--- src/rtl/hdmi_frame_reader_pkg.sv ---
// Shared types and widths for the HDMI frame reader: FSM encoding, pixel counter width, RGB565 layout.
package hdmi_frame_reader_pkg;

    typedef enum logic [2:0] {
        WAIT_VS = 3'd0,
        FILL    = 3'd1,
        PRIME   = 3'd2,
        STREAM  = 3'd3,
        BLANK   = 3'd4
    } rd_state_e;

    localparam int PIX_CNT_W = 21;

    localparam int RGB_R_W = 5;
    localparam int RGB_G_W = 6;
    localparam int RGB_B_W = 5;
    localparam int RGB_W   = RGB_R_W + RGB_G_W + RGB_B_W;

endpackage

--- src/rtl/hdmi_word_unpack.sv ---
// Splits 32-bit FIFO words into two RGB565 pixels, low half first; pixel select is combinational.
// A word read in the previous cycle is used straight from the FIFO output and latched at the same time.
module hdmi_word_unpack
    import hdmi_frame_reader_pkg::*;
(
    input  logic               clk_i,
    input  logic               rst_i,
    input  logic               load_i,
    input  logic               consume_i,
    input  logic               rd_vld_i,
    input  logic [2*RGB_W-1:0] word_i,
    output logic [RGB_W-1:0]   pix_o,
    output logic               half_o
);

    logic [2*RGB_W-1:0] word_q;
    logic               half_q;

    always_ff @(posedge clk_i) begin
        if (rst_i) begin
            word_q <= '0;
            half_q <= 1'b0;
        end else begin
            if (load_i || rd_vld_i) begin
                word_q <= word_i;
            end
            if (load_i) begin
                half_q <= 1'b0;
            end else if (consume_i) begin
                half_q <= ~half_q;
            end
        end
    end

    // rd_vld only ever follows a high-half consume, so half_q is 0 here.
    assign pix_o  = rd_vld_i ? word_i[RGB_W-1:0]
                  : (half_q ? word_q[2*RGB_W-1:RGB_W] : word_q[RGB_W-1:0]);
    assign half_o = half_q;

endmodule

--- src/rtl/hdmi_frame_reader.sv ---
// Turns the 32-bit DDR read-FIFO stream into 16-bit pixels on demand; O_Post_De/O_Pixel_Data follow I_Pre_De by 1 cycle.
// FIFO reads are paced by I_Pre_De (1-cycle read latency); a FIFO that cannot keep up blanks the rest of the frame.
module hdmi_frame_reader
    import hdmi_frame_reader_pkg::*;
#(
    parameter int               H_ActiveSize = 1280,
    parameter int               V_ActiveSize = 1024,
    parameter logic [RGB_W-1:0] BLANK_COLOR  = 16'h0000
) (
    input  logic                 Pixl_CLK,
    input  logic                 Rst_Posedge,
    input  logic                 I_Pre_De,
    input  logic                 I_VGA_Sync,
    output logic                 O_Post_De,
    output logic [RGB_W-1:0]     O_Pixel_Data,
    output logic                 O_Fifo_Rd_En,
    input  logic [2*RGB_W-1:0]   I_Fifo_Dout,
    input  logic                 I_Fifo_Empty,
    output logic                 O_Frame_Start,
    output logic                 O_Frame_Done,
    output logic                 O_Underflow,
    output logic [15:0]          O_Underflow_Cnt
);

    localparam logic [PIX_CNT_W-1:0] LAST_PIX = PIX_CNT_W'(H_ActiveSize * V_ActiveSize - 1);

    rd_state_e            state_q;
    logic                 vs_q;
    logic                 rd_vld_q;
    logic [PIX_CNT_W-1:0] pix_cnt_q;
    logic [15:0]          ufl_cnt_q;
    logic [15:0]          ufl_cnt_d;
    logic [RGB_W-1:0]     pix_w;
    logic                 half_w;
    logic                 vs_rise;
    logic                 pix_take;
    logic                 last_pix;
    logic                 need_rd;
    logic                 fill_rd;
    logic                 stream_rd;
    logic                 underflow;

    assign vs_rise   = I_VGA_Sync & ~vs_q;
    assign pix_take  = (state_q == STREAM) & I_Pre_De;
    assign last_pix  = (pix_cnt_q == LAST_PIX);
    assign need_rd   = pix_take & half_w & ~last_pix;
    // The first read waits out the O_Frame_Start cycle so the controller's flush lands first.
    assign fill_rd   = (state_q == FILL) & ~I_Pre_De & ~I_Fifo_Empty & ~O_Frame_Start;
    assign stream_rd = need_rd & ~I_Fifo_Empty;

    assign O_Fifo_Rd_En = ~Rst_Posedge & ~vs_rise & (fill_rd | stream_rd);

    assign underflow = ~vs_rise & ((need_rd & I_Fifo_Empty) |
                                   (I_Pre_De & ((state_q == FILL) || (state_q == PRIME))));

    assign ufl_cnt_d = (underflow && (ufl_cnt_q != 16'hFFFF)) ? ufl_cnt_q + 16'd1 : ufl_cnt_q;
    assign O_Underflow_Cnt = ufl_cnt_q;

    hdmi_word_unpack u_unpack (
        .clk_i     (Pixl_CLK),
        .rst_i     (Rst_Posedge),
        .load_i    (state_q == PRIME),
        .consume_i (pix_take),
        .rd_vld_i  (rd_vld_q),
        .word_i    (I_Fifo_Dout),
        .pix_o     (pix_w),
        .half_o    (half_w)
    );

    always_ff @(posedge Pixl_CLK) begin
        if (Rst_Posedge) begin
            state_q       <= WAIT_VS;
            vs_q          <= 1'b0;
            rd_vld_q      <= 1'b0;
            pix_cnt_q     <= '0;
            ufl_cnt_q     <= '0;
            O_Post_De     <= 1'b0;
            O_Pixel_Data  <= BLANK_COLOR;
            O_Frame_Start <= 1'b0;
            O_Frame_Done  <= 1'b0;
            O_Underflow   <= 1'b0;
        end else begin
            vs_q          <= I_VGA_Sync;
            rd_vld_q      <= stream_rd & ~vs_rise;
            ufl_cnt_q     <= ufl_cnt_d;
            O_Post_De     <= I_Pre_De;
            O_Pixel_Data  <= pix_take ? pix_w : BLANK_COLOR;
            O_Frame_Start <= 1'b0;
            O_Frame_Done  <= pix_take & last_pix;
            if (pix_take) begin
                pix_cnt_q <= pix_cnt_q + 1'b1;
            end
            if (underflow) begin
                O_Underflow <= 1'b1;
            end

            case (state_q)
                FILL:    if (fill_rd) state_q <= PRIME;
                PRIME:   state_q <= STREAM;
                STREAM:  if (pix_take && last_pix) state_q <= WAIT_VS;
                default: ;
            endcase

            if (underflow) begin
                state_q <= BLANK;
            end
            // A V-sync rise always starts a new frame, aborting whatever was in progress.
            if (vs_rise) begin
                state_q       <= FILL;
                O_Frame_Start <= 1'b1;
                pix_cnt_q     <= '0;
            end
        end
    end

endmodule

--- config.mk ---
export PLATFORM = sky130hd
export DESIGN_NAME = hdmi_frame_reader
export DESIGN_NICKNAME = d
export VERILOG_FILES = /design/src/rtl/hdmi_frame_reader_pkg.sv /design/src/rtl/hdmi_word_unpack.sv /design/src/rtl/hdmi_frame_reader.sv
export SDC_FILE = /design/constraint.sdc
export NUM_CORES = 1
export LEC_CHECK = 0
export CAP_MARGIN = 20
export CORE_AREA = 5 5 103 105
export CTS_BUF_LIST = sky130_fd_sc_hd__clkbuf_8
export DETAILED_ROUTE_END_ITERATION = 16
export DIE_AREA = 0 0 108 110
export PLACE_DENSITY = 0.8
export SLEW_MARGIN = 20
export SYNTH_ARGS = -nofsm -noshare
export SYNTH_HDL_FRONTEND = slang
export SYNTH_SLANG_ARGS = --single-unit
--- constraint.sdc ---
create_clock -name Pixl_CLK -period 2.3 [get_ports Pixl_CLK]
set_input_delay 0.345 -clock Pixl_CLK [delete_from_list [all_inputs] [get_ports Pixl_CLK]]
set_output_delay 0.345 -clock Pixl_CLK [all_outputs]
set_load 0.05 [all_outputs]
== Word-level counts from Yosys, hierarchy flattened ==
Index checks and enable logic that the tools add are counted.
Operators by class
  reduce and logical (&&, ||, !) cells: 14
  add/subtract/negate cells: 2
  bitwise operators: 26
  mux-type cells: 8
  equal/unequal tests: 11
Operators with widths (number)
  $mux 16: 2
  $add 21x1->21 const B: 1
  $eq 21x21->1 const B: 1
  $add 16x1->16 const B: 1
  $ne 16x16->1 const B: 1
  $and 1x1->1: 15
  $mux 3: 3
  $not 1->1: 9
  $pmux 3 s3: 1
  $reduce_and 3->1: 3
  $eq 3x2->1 const B: 2
  $reduce_or 2->1: 3
  $reduce_bool 5->1: 1
  $ne 4x3->1 const B: 1
  $ne 4x4->1 const B: 1
  $reduce_bool 4->1: 1
  $eq 3x1->1 const B: 1
  $ne 3x2->1 const B: 1
  $ne 3x3->1 const B: 1
  $reduce_bool 3->1: 1
  $reduce_or 3->1: 1
  $logic_and 1x1->1: 2
  $logic_or 1x1->1: 2
  $mux 1: 2
  other kinds (3): 4
Word-level totals
  bits in registers: 95

== Depth between registers and ports, before layout ==
Gate-level depths: netlist of run 1.
  word-level depth: 9
  mapped depth: 9
  gate-level depth less buffers: 6

== Hierarchy ==
From an unflattened synthesis of run 1, not the netlist that was laid out.
Unflattened totals
  cells, all modules: 500
  area total of the unflattened synthesis: 4483.0 sq um
Modules (own cells, without submodules)
  hdmi_frame_reader: area each 2773.9 sq um, times used 1, cells each 298, sequential area each 1241.2 sq um
  hdmi_word_unpack: area each 1709.1 sq um, times used 1, cells each 202, sequential area each 660.6 sq um

== Worst setup path before layout of run 1 ==
No wires, ideal clock.
  path type: reg-to-reg
  start point: register ufl_cnt_q[0], in the netlist O_Underflow_Cnt[0]
  end point: register ufl_cnt_q[7], in the netlist O_Underflow_Cnt[7]
  cell stages (with the launch flop): 8
  data arrival time: 2.088 ns
  setup time: 0.115 ns
  slack: 0.097 ns
  cell sequence: dfxtp_1 -> ha_1 -> and3_1 -> nand4_1 -> o21ai_2 -> clkbuf_1 -> nor4_1 -> o21ba_1
On the way
  longest elaborated chain between the ends: 2
Ends and longest elaborated chain
  from (decl): line hdmi_frame_reader.sv:31  | logic [15:0] ufl_cnt_q;
  from (signal assigned): line hdmi_frame_reader.sv:85  | ufl_cnt_q <= ufl_cnt_d;
  parallel branches: the longest is 2 deep, another holds $add 16x1->16
Several ways; the timed one is not identified.
A chain may end at the register's enable or synchronous reset.

== Final worst setup path of run 1 ==
  start point: register pix_cnt_q[1]
  end point: output port O_Fifo_Rd_En
On the way
  longest elaborated chain between the ends: 6
Ends and longest elaborated chain
  from (decl): line hdmi_frame_reader.sv:30  | logic [PIX_CNT_W-1:0] pix_cnt_q;
  from (signal assigned): line hdmi_frame_reader.sv:91  | pix_cnt_q <= pix_cnt_q + 1'b1;
  $eq 21x21->1: line hdmi_frame_reader.sv:45  | assign last_pix = (pix_cnt_q == LAST_PIX);
  $not 1->1: line hdmi_frame_reader.sv:46  | assign need_rd = pix_take & half_w & ~last_pix;
  $and 1x1->1: line hdmi_frame_reader.sv:46
  $and 1x1->1: line hdmi_frame_reader.sv:49  | assign stream_rd = need_rd & ~I_Fifo_Empty;
  $or 1x1->1: line hdmi_frame_reader.sv:51  | assign O_Fifo_Rd_En = ~Rst_Posedge & ~vs_rise & (fill_rd | stream_rd);
  $and 1x1->1: line hdmi_frame_reader.sv:51
  to (decl): line hdmi_frame_reader.sv:16  | output logic O_Fifo_Rd_En,
Every way passes these cells.

==> results by group, run 1 <==
Status
  – Outcome: finished clean

Synthesis
  – Synth area leaders: dfxtp_1, a21oi_1, nand2_1
  – Compound-Gate Fraction of Synth Area: 0.136
  – Number of synthesized flops with an enable pin: 0
  – Mux cell area share after synthesis: 0.0440
  – Largest family of logic cells by synthesized area: simple AND/OR/NAND/NOR gates
  – Synth warn: 0
  – Dominant cell type by area after synthesis: dfxtp_1
  – Syn Nets: 540
  – Unique masters post-synth: 52
  – Yosys top cell area share: 0.458
  – Async SR Flop Fraction: 0
  – Post-synth top flop: dfxtp_1
  – FF+latch count, synth: 95
  – Adder-Cell Fraction of Synth Area: 0.00602
  – Synth Area per Inst: 8.29 um2
  – Synth Area in XOR/XNOR: 0.0422
  – Post-Syn Area: approximately 4200 um2
  – Area share of and/or/nand/nor cells after synthesis: 0.274
  – Cells after Synth: 501
  – Sequential fraction of the synthesis area: 0.458

Worst setup path
  – Critical path class: reg2out
  – Worst path required time: 1.96 ns
  – Worst-path fanout max: 3
  – Worst-path cell chain: ha_4 -> nand4_1 -> nor4_4 -> a21boi_2 -> or2_1 -> buf_12
  – Critical path launch point type: flip-flop
  – Worst setup EP type: primary output
  – Worst path slowest cell: dfxtp_4
  – CP peak stage delay: around 0.38 ns
  – Buf/Inv on CP: 1
  – Arrival time at the worst endpoint: 1.92 ns
  – CP delay by family, top: simple AND/OR/NAND/NOR gates

CTS
  – Inserted Clock Buffers: 9
  – Clk sinks: between 90 and 100
  – Hold_buf cts: 0
  – Clock Pin Slew Worst Setup and Hold Paths: 0.09 ns
  – Worst-skew pair later-pin latency: 0.34 ns
  – CTS H-tree depth: 3
  – Root Driver: clkbuf_8
  – Bufs on Longest Clock Path: 2
  – CTS tree: built

Cells and area
  – Nets: between 600 and 700
  – Layout area overhead: 29.5%
  – Layout cells sized above 1: 0.109
  – Antenna Cells: 0
  – Finished Layout Cells: about 700

Timing
  – Slew margin rel.: 0.595
  – Setup TNS: 0 ns
  – Final worst path period share: 0.985
  – Final Max Slew Viols: 0
  – Final hold viol count: 0
  – Worst Tran Pin Value: 0.608 ns
  – Final setup fails: 0
  – Clk_skew: approximately 0.010 ns
  – PnR worst setup slack: 0.0337 ns
  – Post-route minimum period: 2.27 ns
  – Fmax: 0.441 GHz
  – RSZ-0062 raised after global routing: yes

Floorplan
  – Initial Util: 0.435
  – Die X: 108 um
  – Core area: ~9500 um2
  – Rows: 36
  – Die Area: 11,900 um2
  – Die height: 110 um
  – Num ports: between 70 and 80

Detailed routing
  – Starting DRT DRC Count: 215
  – Post-DRT Antenna Nets: 0
  – Routed WL per cell: 14.0 um
  – Vias: 3,760
  – Post-Route WL: 10.0 mm
  – DRC errors left: 0
  – DRT Pass-1 Iters: 4
  – Vias per cell: 5.24

Global routing
  – GRT overflow: 0
  – Largest net degree at the start of global routing: 57
  – Antenna violations before repair: 0
  – GR Util met3: 0.0373
  – Grt met1 use: 0.219
  – Met2 usage in global routing: 0.286
  – Layer with the highest usage: met2
  – Total global-route track usage: 0.172
  – Vias in the first global route: 3,573
  – First-pass GRT wire length: 16.5 mm

Pwr
  – VDD IR max: 0.302 mV
  – Register share of total power: 0.587
  – Pint: between 0.002 and 0.0025 W
  – NetSw: 0.000701 W
  – Power per cell area: 530 nW/um2
  – Comb power frac: 0.069
  – Sw Ratio: 0.246
  – Clock share of power: 0.344
  – Leakage: 1.76 nW

Placed design
  – # port buffers: 73
  – Setup slack at placement: -0.178 ns
  – Post-DP HPWL: between 7 and 8 mm
  – Placed cell count: between 600 and 700
  – GP Congestion: roughly 0.86

Min path
  – Hold Path Class: reg2reg

Job
  – Max cap viols: 0
[final timing paths]
path	endpoint	start	slack, ns	cells after the start
hold reg to reg	O_Frame_Start	vs_q	0.43	1
hold / removal	O_Frame_Start	vs_q	0.43	1
setup reg to reg	O_Underflow_Cnt[11]	pix_cnt_q[1]	0.17	8
setup / recovery	O_Fifo_Rd_En	pix_cnt_q[1]	0.03	6
[cell usage after synthesis, drive strengths merged (2+ instances only)]
library cell   n
a21boi         2
a21oi         66
and3           4
and4           5
buf            8
clkbuf        24
dfxtp         95
ha             2
inv            6
mux2           2
mux2i         16
nand2         84
nand2b         4
nand3         12
nand4         15
nor2          63
nor2b          6
nor3           8
nor4           8
o21ai          6
o21ba          2
o31ai         10
or2            3
or3            3
or3b           2
or4           11
xnor2         11
xor2           9
[state kept, by name (all words and copies together) (netlist names)]
signal           count
O_Frame_Done         1
O_Frame_Start        1
O_Pixel_Data        16
O_Post_De            1
O_Underflow          1
O_Underflow_Cnt     16
pix_cnt_q           21
rd_vld_q             1
state_q              3
u_unpack.half_o      1
u_unpack.word_q     32
vs_q                 1
[final cells by class]
class | count | area [um2]
Tap cell | 133 | 166
Sequential cell | 95 | 1920
Fill cell | 877 | 4170
Clock buffer | 9 | 124
Multi-Input combinational cell | 368 | 2160
Clock inverter | 7 | 46.3
Timing Repair Buffer | 100 | 950
Inverter | 6 | 22.5
[cells by family (layout without fill, tap and decap cells)]
kind of cell / count (synthesis) / count (layout)
muxes: 18 / 18
AOI/OAI and AO/OA: 93 / 93
and+or+nand+nor: 235 / 235
DFF: 95 / 95
buffers and inverters: 38 / 122
xor gates and xnor gates: 20 / 20
adders and majority gates: 2 / 2
[cells in the final DEF, fill, tap and decap left out, types with 3 or more instances in the layout]
cell	netlist	layout
xor2_1	9	9
a21oi_1	66	66
and4_1	5	5
clkbuf_8	0	9
mux2i_1	16	16
o31ai_1	10	10
nor2_1	63	62
dfxtp_1	95	90
dfxtp_4	0	3
inv_6	0	3
o21ai_0	3	3
nor3_1	8	8
inv_1	6	8
nand2_1	84	84
nand4_1	14	14
or4_1	11	11
nand2b_1	4	4
nand3_1	12	12
buf_4	4	26
or3_1	3	3
nor4_1	7	6
clkdlybuf4s50_1	0	70
xnor2_1	11	11
nor2b_1	6	6
and3_1	4	4
[power by group through the flow]
stage	logic (W)	registers [W]	clock network (W)
4_1_cts	0.000197	0.00167	0.00100
6_report	0.000197	0.00167	0.000982
3_3_place_gp	0.000193	0.00171	0
5_1_grt	0.000213	0.00168	0.00108
2_1_floorplan	0.0000845	0.00172	0
3_5_place_dp	0.000196	0.00171	0
[metal layers]
metal | wire, um | up-vias | part of all wire
met5 | 0 | - | 0
met4 | 130 | 0 | 0.013
met3 | 472 | 10 | 0.047
met2 | 4960 | 72 | 0.49
met1 | 4460 | 1779 | 0.45
li1 | - | 1899 | -
[metrics by stage]
step	util	hold slack [ns]	area (um2)	total power (W)
floorplan	-	0.414	4160	0.00180
global placement	0.532	0.433	5080	0.00191
detailed placement	0.532	0.434	5080	0.00191
CTS	0.552	0.425	5270	0.00287
global route	0.563	0.458	5380	0.00297
finish	0.563	0.425	5380	0.00285
[worst register-to-register path, cell delays in order, from the launching register on]
cell and delay [ns]:
dfxtp_4 0.37, ha_4 0.16, buf_4 0.12, buf_4 0.14
and4_1 0.22, nand4_1 0.15, o311ai_2 0.16, or4_1 0.51
a21oi_1 0.21
[timing repair]
action | 4_1_cts | 5_1_grt
hold endpoints to repair | 0 | 0
pin swaps | 1 | 5
endpoints found under the setup margin | 1 | 4
setup buffers | 0 | 6
resized for setup | 6 | 14
(Power assumes the default switching activity.)
==> run 2, diff against run 1 <==
--- a/config.mk
+++ b/config.mk
@@ -10,6 +10,7 @@
 export CTS_BUF_LIST = sky130_fd_sc_hd__clkbuf_8
 export DETAILED_ROUTE_END_ITERATION = 16
 export DIE_AREA = 0 0 108 110
+export MAX_ROUTING_LAYER = met4
 export PLACE_DENSITY = 0.8
 export SLEW_MARGIN = 20
 export SYNTH_ARGS = -nofsm -noshare
==> constraint.sdc (replaced) <==
create_clock -name Pixl_CLK -period 2.3 [get_ports Pixl_CLK]
set_input_delay 0.23 -clock Pixl_CLK [delete_from_list [all_inputs] [get_ports Pixl_CLK]]
set_output_delay 0.23 -clock Pixl_CLK [all_outputs]
set_load 0.05 [all_outputs]
==> results by group, run 2 (same netlist as run 1, synthesis figures left out) <==
Cells and area
  – Antenna Cells: 0 (unchanged)
  – Footprint of the multi-input gates: 2110 um2 (-2.3%)
  – Finished Layout Cells: 711 (-0.97%)
  – Most frequent cells in the layout: dfxtp_1, nand2_1, clkdlybuf4s50_1
  – Seq. cell area: 1910 um2 (-0.33%)
  – Biggest register: u_unpack.word_q
  – Layout area overhead: 27.2%
  – Nets: 612 (-1.1%)
  – Largest regs: u_unpack.word_q (32), pix_cnt_q (21)
  – Max reg flops: 32 (unchanged)
  – Layout cells sized above 1: 0.0952 (-0.0142)
  – Fillers: 883 (+0.68%)
  – Commonest non-fill, non-tap cell in the layout: dfxtp_1

Worst setup path
  – Arrival time at the worst endpoint: 1.97 ns (+0.05 ns)
  – Worst setup EP type: primary output
  – Worst path required time: 2.07 ns (+0.11 ns)
  – Worst-path fanout max: 24 (+21)
  – R2r setup slk: 0.21 ns (+0.04 ns)
  – Critical path launch point type: input port
  – Critical path class: in2out

Detailed routing
  – Met1 WL: 4.56 mm (+2.1%)
  – Post-DRT Antenna Nets: 0 (unchanged)
  – Starting DRT DRC Count: 116 (-46%)
  – Highest routed layer: met4
  – Vias per cell: 5.24 (about the same)
  – Metal2 WL: 4.85 mm (-2.2%)
  – Metal3 WL: 393 um (-17%)
  – Vias: 3,723 (-0.98%)
  – Routed WL per cell: 14.0 um (+0.15%)
  – DRC errors left: 0 (unchanged)
  – Post-Route WL: 9.94 mm (-0.83%)
  – DRT Pass-1 Iters: 4 (unchanged)

CTS
  – Root Driver: clkbuf_8
  – Worst-skew pair later-pin latency: 0.35 ns (about the same)
  – CTS tree: built
  – Hold_buf cts: 0 (unchanged)
  – Clk sinks: 95 (unchanged)
  – Clock Pin Slew Worst Setup and Hold Paths: 0.09 ns (about the same)
  – CTS H-tree depth: 3 (unchanged)
  – Inserted Clock Buffers: 9 (unchanged)
  – Bufs on Longest Clock Path: 2 (unchanged)

Placed design
  – # port buffers: 73 (unchanged)
  – Post-DP HPWL: 6.97 mm (-0.80%)
  – GP Congestion: 0.847 (-1.2%)
  – Placed cell count: 691 (-0.72%)
  – Setup slack at placement: -0.00229 ns (+0.176 ns)

Floorplan
  – Rows: 36 (unchanged)
  – Die Area: 11,900 um2 (unchanged)
  – Core area: 9550 um2 (unchanged)
  – Die height: 110 um (unchanged)
  – Initial Util: 0.435 (unchanged)
  – Die X: 108 um (unchanged)
  – Num ports: 74 (unchanged)

Global routing
  – Largest net degree at the start of global routing: 57 (unchanged)
  – Total global-route track usage: 0.177 (+0.00528)
  – Antenna violations before repair: 0 (unchanged)
  – First-pass GRT wire length: 16.6 mm (+0.50%)
  – GRT overflow: 0 (unchanged)
  – Vias in the first global route: 3,692 (+3.3%)

Timing
  – PnR worst setup slack: 0.0960 ns (+0.0623 ns)
  – Worst Tran Pin Value: 0.634 ns (+0.0258 ns)
  – Final Max Slew Viols: 0 (unchanged)
  – Final worst path period share: 0.958 (-0.0271)
  – Final hold viol count: 0 (unchanged)
  – Final setup fails: 0 (unchanged)
  – Fmax: 0.454 GHz (+2.8%)
  – Post-route minimum period: 2.20 ns (-0.0623 ns)
  – Worst hold slack: 0.319 ns (-0.106 ns)
  – Slew margin rel.: 0.571 (-0.0239)
  – Clk_skew: 0.0117 ns (+0.00119 ns)

Job
  – Max cap viols: 0 (unchanged)

Pwr
  – VDD IR max: 0.260 mV (-14%)
  – Leakage: 1.71 nW (-2.9%)
  – Power per cell area: 560 nW/um2 (+5.7%)

Min path
  – Hold Path Class: in2reg

Status
  – Outcome: finished clean
[run 2: cell count changes in the layout (fill, tap and decap cells not counted), moves of 2 or more]
cell and change:
inv_6 -2, dfxtp_4 -2, buf_4 -6, clkinv_4 +2
[run 2: area by class of cell]
type / count / share of cell area
Multi-Input combinational cell: 368 / 0.398
Timing Repair Buffer: 93 / 0.168
Inverter: 6 / 0.00426
Sequential cell: 95 / 0.361
Clock buffer: 9 / 0.0234
Tap cell: 133 / 0.0315
Clock inverter: 7 / 0.0137
[run 2: final timing paths]
check                            end          startpoint  cells after the start
setup / recovery        O_Fifo_Rd_En          I_VGA_Sync                      7
hold / removal              rd_vld_q         Rst_Posedge                      4
setup reg to reg  O_Underflow_Cnt[9]  O_Underflow_Cnt[0]                      6
hold reg to reg   u_unpack.word_q[9]  u_unpack.word_q[9]                      2
[run 2: repair_timing]
item	CTS	global route
setup buffers	2	2
pin swaps	2	2
setup endpoints to repair	1	1
gates resized for setup	7	3
[run 2: critical path: stages]
cell and delay (ns):
clkdlybuf4s50_1 0.50, nor2b_2 0.28, or2_2 0.18, buf_4 0.25
nor3_1 0.08, or2_1 0.29, buf_12 0.17
[run 2: layer usage]
| metal | GRT usage | vias to the layer above |
|---|---|---|
| li1 | - | 1882 |
| met1 | 0.217 | 1756 |
| met2 | 0.299 | 73 |
| met3 | 0.0262 | 12 |
| met4 | 0.0631 | 0 |
| met5 | - | - |
[run 2: through the flow]
stage	TNS [ns]	area [um2]	utilization	power [W]
6_report	0	5290	0.554	0.00296
4_1_cts	0	5260	0.551	0.00299
3_5_place_dp	-0.00229	5030	0.527	0.00190
2_1_floorplan	0	4160	-	0.00180
5_1_grt	-0.00554	5290	0.554	0.00307
3_3_place_gp	0	5030	0.527	0.00190
[run 2: power breakdown]
part | leakage (nW) | switching, W | internal [W]
clock | 0.101 | 0.000590 | 0.000505
sequential | 0.769 | 0.0000165 | 0.00166
combinational | 0.840 | 0.0000969 | 0.0000956
total | 1.71 | 0.000703 | 0.00226
==> run 3, diff against run 2 <==
--- a/config.mk
+++ b/config.mk
@@ -11,7 +11,7 @@
 export DETAILED_ROUTE_END_ITERATION = 16
 export DIE_AREA = 0 0 108 110
 export MAX_ROUTING_LAYER = met4
-export PLACE_DENSITY = 0.8
+export PLACE_DENSITY = 0.68
 export SLEW_MARGIN = 20
 export SYNTH_ARGS = -nofsm -noshare
 export SYNTH_HDL_FRONTEND = slang
==> results by group, run 3 (same netlist as run 1, synthesis figures left out) <==
Status
  – Outcome: finished clean

Detailed routing
  – Routed WL per cell: 14.3 um (+2.2%)
  – Post-Route WL: 10.4 mm (+4.3%)
  – DRT Pass-1 Iters: 4 (unchanged)
  – Post-DRT Antenna Nets: 0 (unchanged)
  – Vias per cell: 5.24 (+0.14%)
  – Starting DRT DRC Count: 134 (+16%)
  – Vias: 3,807 (+2.3%)
  – DRC errors left: 0 (unchanged)

Worst setup path
  – Arrival time at the worst endpoint: 2.48 ns (+0.51 ns)
  – Worst path required time: 2.55 ns (+0.48 ns)
  – R2R Path End: pix_cnt_q[10]
  – Reg2reg path depth: 14 (+8)
  – Worst-path fanout max: 2 (-92%)
  – R2r setup slk: 0.07 ns (-0.14 ns)
  – Worst R2R Start: pix_cnt_q[0]
  – Worst Setup SP: pix_cnt_q[0]
  – Setup crit end: pix_cnt_q[10]
  – Critical path class: reg2reg
  – Critical path launch point type: flip-flop
  – Worst setup EP type: flip-flop

Floorplan
  – Initial Util: 0.435 (unchanged)
  – Die Area: 11,900 um2 (unchanged)
  – Num ports: 74 (unchanged)
  – Die X: 108 um (unchanged)
  – Core area: 9550 um2 (unchanged)
  – Die height: 110 um (unchanged)
  – Rows: 36 (unchanged)

Cells and area
  – Core Util, Final: 0.567 (+0.0135)
  – Layout cells sized above 1: 0.120 (+0.0246)
  – Max reg flops: 32 (unchanged)
  – Largest regs: u_unpack.word_q (32), pix_cnt_q (21)
  – Most frequent cells in the layout: dfxtp_1, nand2_1, clkdlybuf4s50_1
  – Finished Layout Cells: 726 (+2.1%)
  – Final instance area: 5420 um2 (+2.4%)
  – Biggest register: u_unpack.word_q
  – Nets: 627 (+2.5%)
  – Layout area overhead: 30.3%
  – Commonest non-fill, non-tap cell in the layout: dfxtp_1
  – Antenna Cells: 0 (unchanged)

Timing
  – Post-route minimum period: 2.23 ns (+0.0274 ns)
  – Final worst path period share: 0.970 (+0.0119)
  – Final Max Slew Viols: 0 (unchanged)
  – Fmax: 0.448 GHz (-1.2%)
  – Final setup fails: 0 (unchanged)
  – Worst Tran Pin Value: 0.621 ns (-0.0128 ns)
  – Final hold viol count: 0 (unchanged)
  – Slew margin rel.: 0.586 (+0.0152)
  – Setup TNS: 0 ns (unchanged)
  – Clk_skew: 0.0152 ns (+0.00354 ns)

Min path
  – Hold_sp: Rst_Posedge
  – Hold Path Class: in2reg

Global routing
  – First-pass GRT wire length: 17.4 mm (+4.5%)
  – Antenna violations before repair: 0 (unchanged)
  – Largest net degree at the start of global routing: 57 (unchanged)
  – Total global-route track usage: 0.185 (+0.00858)
  – Vias in the first global route: 3,668 (-0.65%)
  – GRT overflow: 0 (unchanged)

Pwr
  – Register share of total power: 0.566 (about the same)
  – Pint: 0.00219 W (-3.2%)
  – NetSw: 0.000766 W (+9.0%)
  – Leakage: 1.80 nW (+5.2%)
  – Power per cell area: 545 nW/um2 (-2.7%)
  – Sw Ratio: 0.259 (+0.0221)
  – VDD IR max: 0.345 mV (+33%)
  – Clock share of power: 0.366 (-0.004)
  – Comb power frac: 0.068 (+0.003)

CTS
  – Clock Pin Slew Worst Setup and Hold Paths: 0.10 ns (about the same)
  – Bufs on Longest Clock Path: 2 (unchanged)
  – Clk sinks: 95 (unchanged)
  – Root Driver: clkbuf_8
  – Hold_buf cts: 0 (unchanged)
  – Inserted Clock Buffers: 9 (unchanged)
  – Worst-skew pair later-pin latency: 0.36 ns (about the same)
  – CTS H-tree depth: 3 (unchanged)
  – CTS tree: built

Job
  – Max cap viols: 0 (unchanged)

Placed design
  – Post-DP Area: 5080 um2 (+0.99%)
  – GP Congestion: 0.811 (-4.3%)
  – # port buffers: 73 (unchanged)
  – Placed cell count: 696 (+0.72%)
  – Post-DP HPWL: 7.14 mm (+2.3%)
-- run 3: per-stage QoR --
step / hold WS, ns / power (W) / setup WS [ns]
4_1_cts: 0.292 / 0.00298 / 0.00486
2_1_floorplan: 0.358 / 0.00180 / 0.0973
6_report: 0.291 / 0.00295 / 0.0686
3_5_place_dp: 0.437 / 0.00191 / 0.0207
5_1_grt: 0.296 / 0.00308 / -0.000703
3_3_place_gp: 0.421 / 0.00191 / -0.0553
-- run 3: worst max-delay path, stage by stage (launching register included) --
cell	delay, ns
dfxtp_2	0.34
ha_1	0.16
nand4_1	0.11
buf_4	0.16
buf_4	0.12
buf_4	0.13
buf_4	0.13
buf_4	0.12
buf_4	0.12
buf_4	0.12
buf_4	0.12
buf_4	0.13
nor3_2	0.17
xnor2_1	0.14
nor2_1	0.05
-- run 3: timing repair --
action,in CTS,in global routing
resized for setup,4,6
buffers inserted,12,2
endpoints found under the setup margin,1,3
pin swaps,3,3
endpoints found under the hold margin,0,0
-- run 3: per-layer routing --
layer	vias up	track usage	wire length [um]
li1	1913	-	-
met1	1790	0.242	4860
met4	0	0.0595	160
met5	-	-	0
met3	12	0.0315	401
met2	92	0.296	4940
-- run 3: worst min-delay path by stage --
stage | end | depth (start not counted)
2_1_floorplan | O_Post_De | 1
3_3_place_gp | O_Frame_Start | 1
3_5_place_dp | O_Frame_Start | 1
4_1_cts | rd_vld_q | 4
5_1_grt | rd_vld_q | 4
6_report | rd_vld_q | 4
-- run 3: cell type report --
| class | count | area [um2] |
|---|---|---|
| clock buffers | 9 | 124 |
| clock inverters | 7 | 72.6 |
| fillers | 895 | 4130 |
| inverters | 6 | 22.5 |
| multi-input cells | 368 | 2110 |
| flip-flops and latches | 95 | 1910 |
| well taps | 133 | 166 |
| repair buffers | 108 | 1010 |
-- run 3: power groups by stage --
stage	Clock, W	Combinational [W]	Sequential [W]
floorplan	0	0.0000845	0.00172
global placement	0	0.000197	0.00171
detailed placement	0	0.000200	0.00171
CTS	0.00110	0.000201	0.00167
global route	0.00119	0.000217	0.00168
finish	0.00108	0.000199	0.00167
